[src/rtl/snake_pkg.sv]
`timescale 1ns/1ps
`default_nettype none
// ============================================================================
// snake_pkg : shared FSM encodings, default tick periods, period helper
// Rev 1.0
// ============================================================================
package snake_pkg;

  typedef enum logic [2:0] {
    ST_IDLE  = 3'd0,
    ST_WAIT  = 3'd1,
    ST_CLEAR = 3'd2,
    ST_MOVE  = 3'd3,
    ST_COLL  = 3'd4,
    ST_DRAW  = 3'd5,
    ST_OVER  = 3'd6
  } state_t;

  localparam logic [23:0] c_DEF_TICK_PERIOD = 24'd10000000;
  localparam logic [23:0] c_DEF_SPEED_STEP  = 24'd1000000;
  localparam logic [23:0] c_DEF_MIN_PERIOD  = 24'd2000000;

  // Widened to 27 bits so neither the product nor the subtraction can wrap.
  function automatic logic [23:0] calc_period(
    input logic [23:0] base,
    input logic [23:0] step,
    input logic [23:0] floor_v,
    input logic [2:0]  speed
  );
    logic [26:0] dec;
    logic [26:0] base_w;
    dec    = 27'(speed) * 27'(step);
    base_w = {3'b000, base};
    if ((dec >= base_w) || ((base_w - dec) < {3'b000, floor_v}))
      return floor_v;
    else
      return base - dec[23:0];
  endfunction

endpackage
`default_nettype wire

[src/rtl/tick_timer.sv]
`timescale 1ns/1ps
`default_nettype none
// ============================================================================
// tick_timer : 24-bit reloading down-counter, one-cycle tick at zero
// Rev 1.0
// ============================================================================
module tick_timer
  import snake_pkg::*;
#(
  parameter logic [23:0] RESET_LOAD = c_DEF_TICK_PERIOD - 24'd1
) (
  input  logic        clock_i,
  input  logic        reset_i,
  input  logic        run_i,
  input  logic [23:0] period_i,
  output logic        tick_o
);

  logic [23:0] cnt_q;
  logic [23:0] cnt_d;

  // Idle cycles keep the counter parked at a fresh reload value.
  always_comb begin
    cnt_d  = cnt_q;
    tick_o = 1'b0;
    if (!run_i) begin
      cnt_d = period_i - 24'd1;
    end else if (cnt_q == 24'd0) begin
      tick_o = 1'b1;
      cnt_d  = period_i - 24'd1;
    end else begin
      cnt_d = cnt_q - 24'd1;
    end
  end

  always_ff @(posedge clock_i or posedge reset_i) begin
    if (reset_i) cnt_q <= RESET_LOAD;
    else         cnt_q <= cnt_d;
  end

endmodule
`default_nettype wire

[src/rtl/game_tick_scheduler.sv]
`timescale 1ns/1ps
`default_nettype none
// ============================================================================
// game_tick_scheduler : paces game ticks and sequences clear/move/coll/draw
// Rev 1.0
// ============================================================================
module game_tick_scheduler
  import snake_pkg::*;
#(
  parameter logic [23:0] TICK_PERIOD = c_DEF_TICK_PERIOD,
  parameter logic [23:0] SPEED_STEP  = c_DEF_SPEED_STEP,
  parameter logic [23:0] MIN_PERIOD  = c_DEF_MIN_PERIOD
) (
  input  logic        clock_i,
  input  logic        reset_i,
  input  logic        run_i,
  input  logic [2:0]  speed_i,
  output logic        clear_o,
  output logic        move_start_o,
  input  logic        move_done_i,
  output logic        coll_start_o,
  input  logic        coll_done_i,
  input  logic        coll_hit_i,
  output logic        draw_start_o,
  input  logic        draw_done_i,
  output logic        busy_o,
  output logic        game_over_o,
  output logic        overrun_o,
  output logic [15:0] tick_count_o
);

  state_t      state_q, state_d;
  logic        w_tick;
  logic        w_timer_run;
  logic [23:0] w_period;

  logic        clear_q, clear_d;
  logic        move_start_q, move_start_d;
  logic        coll_start_q, coll_start_d;
  logic        draw_start_q, draw_start_d;
  logic        busy_q, busy_d;
  logic        game_over_q, game_over_d;
  logic        overrun_q, overrun_d;
  logic [15:0] tick_count_q, tick_count_d;

  assign w_period    = calc_period(TICK_PERIOD, SPEED_STEP, MIN_PERIOD, speed_i);
  assign w_timer_run = run_i && (state_q != ST_OVER);

  tick_timer #(
    .RESET_LOAD (TICK_PERIOD - 24'd1)
  ) u_tick_timer (
    .clock_i  (clock_i),
    .reset_i  (reset_i),
    .run_i    (w_timer_run),
    .period_i (w_period),
    .tick_o   (w_tick)
  );

  always_comb begin
    state_d      = state_q;
    tick_count_d = tick_count_q;
    overrun_d    = overrun_q || (w_tick && (state_q != ST_WAIT));
    if ((state_q != ST_OVER) && !run_i) begin
      state_d = ST_IDLE;
    end else begin
      case (state_q)
        ST_IDLE:  state_d = ST_WAIT;
        ST_WAIT: begin
          if (w_tick) begin
            state_d      = ST_CLEAR;
            tick_count_d = tick_count_q + 16'd1;
          end
        end
        ST_CLEAR: state_d = ST_MOVE;
        ST_MOVE:  if (move_done_i) state_d = ST_COLL;
        ST_COLL:  if (coll_done_i) state_d = coll_hit_i ? ST_OVER : ST_DRAW;
        ST_DRAW:  if (draw_done_i) state_d = ST_WAIT;
        ST_OVER:  state_d = ST_OVER;
        default:  state_d = ST_IDLE;
      endcase
    end

    // Outputs are decoded from the next state so they register alongside it.
    clear_d      = (state_d == ST_CLEAR);
    move_start_d = (state_d == ST_MOVE) && (state_q != ST_MOVE);
    coll_start_d = (state_d == ST_COLL) && (state_q != ST_COLL);
    draw_start_d = (state_d == ST_DRAW) && (state_q != ST_DRAW);
    busy_d       = (state_d == ST_CLEAR) || (state_d == ST_MOVE) ||
                   (state_d == ST_COLL)  || (state_d == ST_DRAW);
    game_over_d  = (state_d == ST_OVER);
  end

  always_ff @(posedge clock_i or posedge reset_i) begin
    if (reset_i) begin
      state_q      <= ST_IDLE;
      clear_q      <= 1'b0;
      move_start_q <= 1'b0;
      coll_start_q <= 1'b0;
      draw_start_q <= 1'b0;
      busy_q       <= 1'b0;
      game_over_q  <= 1'b0;
      overrun_q    <= 1'b0;
      tick_count_q <= 16'd0;
    end else begin
      state_q      <= state_d;
      clear_q      <= clear_d;
      move_start_q <= move_start_d;
      coll_start_q <= coll_start_d;
      draw_start_q <= draw_start_d;
      busy_q       <= busy_d;
      game_over_q  <= game_over_d;
      overrun_q    <= overrun_d;
      tick_count_q <= tick_count_d;
    end
  end

  assign clear_o      = clear_q;
  assign move_start_o = move_start_q;
  assign coll_start_o = coll_start_q;
  assign draw_start_o = draw_start_q;
  assign busy_o       = busy_q;
  assign game_over_o  = game_over_q;
  assign overrun_o    = overrun_q;
  assign tick_count_o = tick_count_q;

endmodule
`default_nettype wire

[config.mk]
export PLATFORM = sky130hd
export DESIGN_NAME = game_tick_scheduler
export DESIGN_NICKNAME = d
export VERILOG_FILES = /design/src/rtl/snake_pkg.sv /design/src/rtl/tick_timer.sv /design/src/rtl/game_tick_scheduler.sv
export SDC_FILE = /design/constraint.sdc
export NUM_CORES = 1
export LEC_CHECK = 0
export CELL_PAD_IN_SITES_DETAIL_PLACEMENT = 1
export CELL_PAD_IN_SITES_GLOBAL_PLACEMENT = 2
export CORE_MARGIN = 2
export CORE_UTILIZATION = 35
export DETAILED_ROUTE_END_ITERATION = 8
export GPL_ROUTABILITY_DRIVEN = 0
export PLACE_DENSITY_LB_ADDON = 0.1
export RECOVER_POWER = 25
export SLEW_MARGIN = 15
export SYNTH_ARGS = -nofsm -noshare
export SYNTH_HDL_FRONTEND = slang
export SYNTH_HIERARCHICAL = 1
export SYNTH_SLANG_ARGS = --single-unit
[constraint.sdc]
create_clock -name clock_i -period 3.3 [get_ports clock_i]
set_input_delay 0.66 -clock clock_i [delete_from_list [all_inputs] [get_ports clock_i]]
set_output_delay 0.66 -clock clock_i [all_outputs]
set_load 0.05 [all_outputs]
==> flow_metrics.tcl <==
set metrics [dict create \
    run_status "finished with violations" \
    violations "negative setup slack" \
    yosys.cell_types.count 69 \
    critPathRequiredTime_ns 3.52 \
    core_sq_um 10900 \
    cts_made_buffers 5 \
    drive_above_1_share_pct 32.7 \
    cts_hold_buf 0 \
    asr_flop_ratio_synth_pct 100 \
    routed_wirelength_microns 10100 \
    timing.reg2reg.setup_slack_ns 0.26 \
    finalHoldViolCount 0 \
    clock_pin_transition_on_the_worst_setup_and_hold_timing_paths_ns 0.10 \
    worstHoldPathType "reg -> reg" \
    start_util_pct 36.0 \
    critical_path.reg2reg.endpoint "tick_count_o[12]" \
    routed-via-count 3466 \
    final_nets 586 \
    timing.critical_path.from_type "input port" \
    cellPowerDensity_nw_per_um2 370 \
    dieHeight_microns 110 \
    largest_net_degree_at_the_start_of_global_routing 36 \
    yosys_most_used_dff "dfrtp_1" \
    rsz_0062_raised_after_global_routing "yes" \
    floorplan.die.width_microns 110 \
    rr_startpoint "u_tick_timer/cnt_q[16]" \
    global_route.usage.total_pct 17.7 \
    finalCritPeriodShare_pct 130 \
    clockRootBuffer "clkbuf_8" \
    num_rows 38 \
    detail_route.drc_violations 0 \
    post-route-util_pct 50.3 \
    cp_num_buf_inv 7 \
    first_pass_grt_wire_length_microns 17000 \
    sequential_to_total_area_share_from_yosys_stat_pct 32.3 \
    standby_leakage_power_nw 2.35 \
    report.final.setup_viol 18 \
    fillCellCount 1246 \
    dr.pass1.iters 4 \
    antenna_found_initial 0 \
    post_dp_cell_area_sq_um 5070 \
    synth-seq-cells 50 \
    timing.setup.critical_path_class "in -> reg" \
    syn_inst 417 \
    path_delay_family "simple AND/OR/NAND/NOR gates" \
    postLayoutSetupSlackWorst_ns -1.00 \
    mapped_area_sq_um 3920 \
    post_synth.cell_area_avg_sq_um 9.41 \
    tritoncts_clock_tree "built" \
    hold_path_depth 1 \
    max_cap_viol_count 0 \
    cp_slowest_cell "fa_2" \
    routedWlPerCell_microns 14.5 \
    critical_path.max_stage_delay_ns 0.60 \
    insertion_delay_ns 0.30 \
    synth_edf_count 0 \
    slew_viol_final 0 \
    die-area_sq_um 12100 \
    synth_top_cell_area_share_pct 23.0 \
    remaining_antenna_violation_count 0 \
    synthesis.yosys.warnings 6 \
    min_period_ns 4.30 \
    clock_tree.htree_level_count 2 \
    crit_chain "buf_8 > fa_2 > fa_2 > or3b_4 > buf_4 > a21oi_2 > buf_4 > a211oi_4 > buf_4 > buf_4 > buf_4 > a21o_1 > or4_4 > buf_6 > nor3_4 > nor3b_2 > xnor2_1 > mux2i_1" \
    cts_num_sinks 50 \
    cts_max_path_buffers 2 \
    io_pins 33 \
    vias_in_the_first_global_route 3587 \
    fin_hold_ws_ns 0.486 \
    timing_worst_slew_pin_value_ns 0.966 \
    detailed_place_hpwl_microns 7780 \
    slew_headroom_pct 35.5 \
    timing.critical_path.to_type "flop" \
    cp_data_arrival_time_ns 4.52 \
    hold_path_end "tick_count_o[15]" \
    achievable-frequency_mhz 232 \
    antenna_cells_inserted 0 \
    synthDominantAreaCellType "dfrtp_1" \
    dr.first_iter.drc_count 105 \
    final_area_sq_um 5480 \
    worst-r2r-cell-count 9 \
    worst-path-max-fanout 5 \
    globalRouteOverflowTotal 0 \
    avgViaCountPerCell 4.97 \
    peakVddDrop_mv 0.213 \
    crit_path_frequent_cell "buf_4" \
    portBuffers 32 \
    finalClockSkew_ns 0.00735 \
    yosys-top-cells-area "dfrtp_1 (23%), dfstp_2 (9.4%), xnor2_1 (8.0%)" \
    syn_to_final_growth_pct 39.6 \
    launch_instance_of_the_worst_min_delay_path "tick_count_o[15]" \
]
## synthesized netlist by cell type, types with 8 or more instances
master,instances
dfstp_2,14
inv_1,22
nand4_1,9
nor2_1,33
dfrtp_1,36
nand2_1,33
mux2i_1,14
o21ai_0,9
nand3_1,11
a21oi_1,20
a21oi_2,8
xnor2_1,36
nor4_1,8
ha_1,17
xor2_1,31
## layout make-up
class                      count  area (sq um)  share of cell area (%)
clock buffer                   6          72.6                    1.33
clock inverter                 2          38.8                   0.708
inverter                      22          90.1                    1.64
multi-input combinational    352          2790                    50.9
sequential                    50          1270                    23.2
tap                          140           175                    3.20
timing repair buffer         125          1040                    19.0
## placed cells by master (no fill, tap or decap), types with 5 or more instances in the layout
master and count:
xnor2_1 33, a21oi_1 16, inv_1 20, dfrtp_1 36
nand3_1 8, clkbuf_8 5, nor4_1 5, nor3_1 5
nand2_1 31, xor2_1 30, dfstp_2 14, buf_6 8
a21oi_2 12, o21ai_0 9, and3_1 6, buf_4 85
conb_1 22, nor2_1 32, nor3b_1 5, nand4_1 9
mux2i_1 13, clkdlybuf4s50_1 28, ha_1 15
## state kept, by name, summed over array words and instances (netlist names)
register	count
game_over_o	1
move_start_o	1
tick_count_o	16
draw_start_o	1
u_tick_timer/cnt_q	24
clear_o	1
state_q	3
overrun_o	1
coll_start_o	1
busy_o	1
## how the worst max path moves through the flow
stage | slack (ns) | to | startpoint | cells past startpoint
after detailed placement | -1.90 | u_tick_timer/cnt_q[21] | speed_i[0] | 18
after CTS | -1.00 | u_tick_timer/cnt_q[22] | speed_i[0] | 15
after floorplan | -1.24 | u_tick_timer/cnt_q[23] | speed_i[0] | 16
after global placement | -1.75 | u_tick_timer/cnt_q[22] | speed_i[0] | 18
after global routing | -1.17 | u_tick_timer/cnt_q[13] | speed_i[0] | 20
final | -1.00 | u_tick_timer/cnt_q[13] | speed_i[0] | 18
## routing by layer
layer  vias up  share of wire [%]  GRT usage, %
li1       1718                  -             -
met4         0                1.2          3.35
met5         -                  0             0
met1      1690                 46          22.4
met2        47                 50          32.0
met3        11                2.8          2.37
## worst register-to-register path, stage by stage, from the launching register on
cell and delay, ns:
dfrtp_1 0.45, or4_4 0.53, or3_4 0.38, nor4_1 0.27
buf_4 0.18, inv_1 0.05, or4_4 0.54, nor2_1 0.19
and4_1 0.23, xor2_1 0.14
## stage by stage
stage / power, mW / worst slack (ns) / instances / TNS (ns)
final: 2.03 / -1.00 / 697 / -15.47
after global routing: 2.16 / -1.17 / 697 / -17.92
after CTS: 2.03 / -1.00 / 690 / -14.91
after detailed placement: 1.53 / -1.90 / 676 / -31.55
after global placement: 1.51 / -1.75 / 676 / -29.70
after floorplan: 1.24 / -1.24 / 438 / -17.70
## power breakdown
part	total (mW)	switching, mW	internal (mW)
sequential	0.793	0.0825	0.710
clock	0.441	0.213	0.228
combinational	0.793	0.383	0.410
total	2.03	0.679	1.35
## logic make-up (layout without fill, tap and decap cells)
family | count (synthesis) | in the layout | synth area share (%)
other | 1 | 22 | 0.0956
buffers and inverters | 36 | 155 | 4.59
AND/OR/NAND/NOR | 160 | 160 | 24.3
XOR/XNOR | 68 | 68 | 15.6
adder cells (fa/ha/maj) | 20 | 20 | 6.95
flip-flops | 50 | 50 | 32.3
AO/OA/AOI/OAI | 67 | 67 | 12.2
multiplexers | 15 | 15 | 3.86
## what timing repair did
item                       CTS  global route
gates resized for setup     39            15
setup buffers                6             7
setup endpoints to repair   18            21
pin swaps                   20            16
Note: power is estimated with default switching activity, not from simulation.
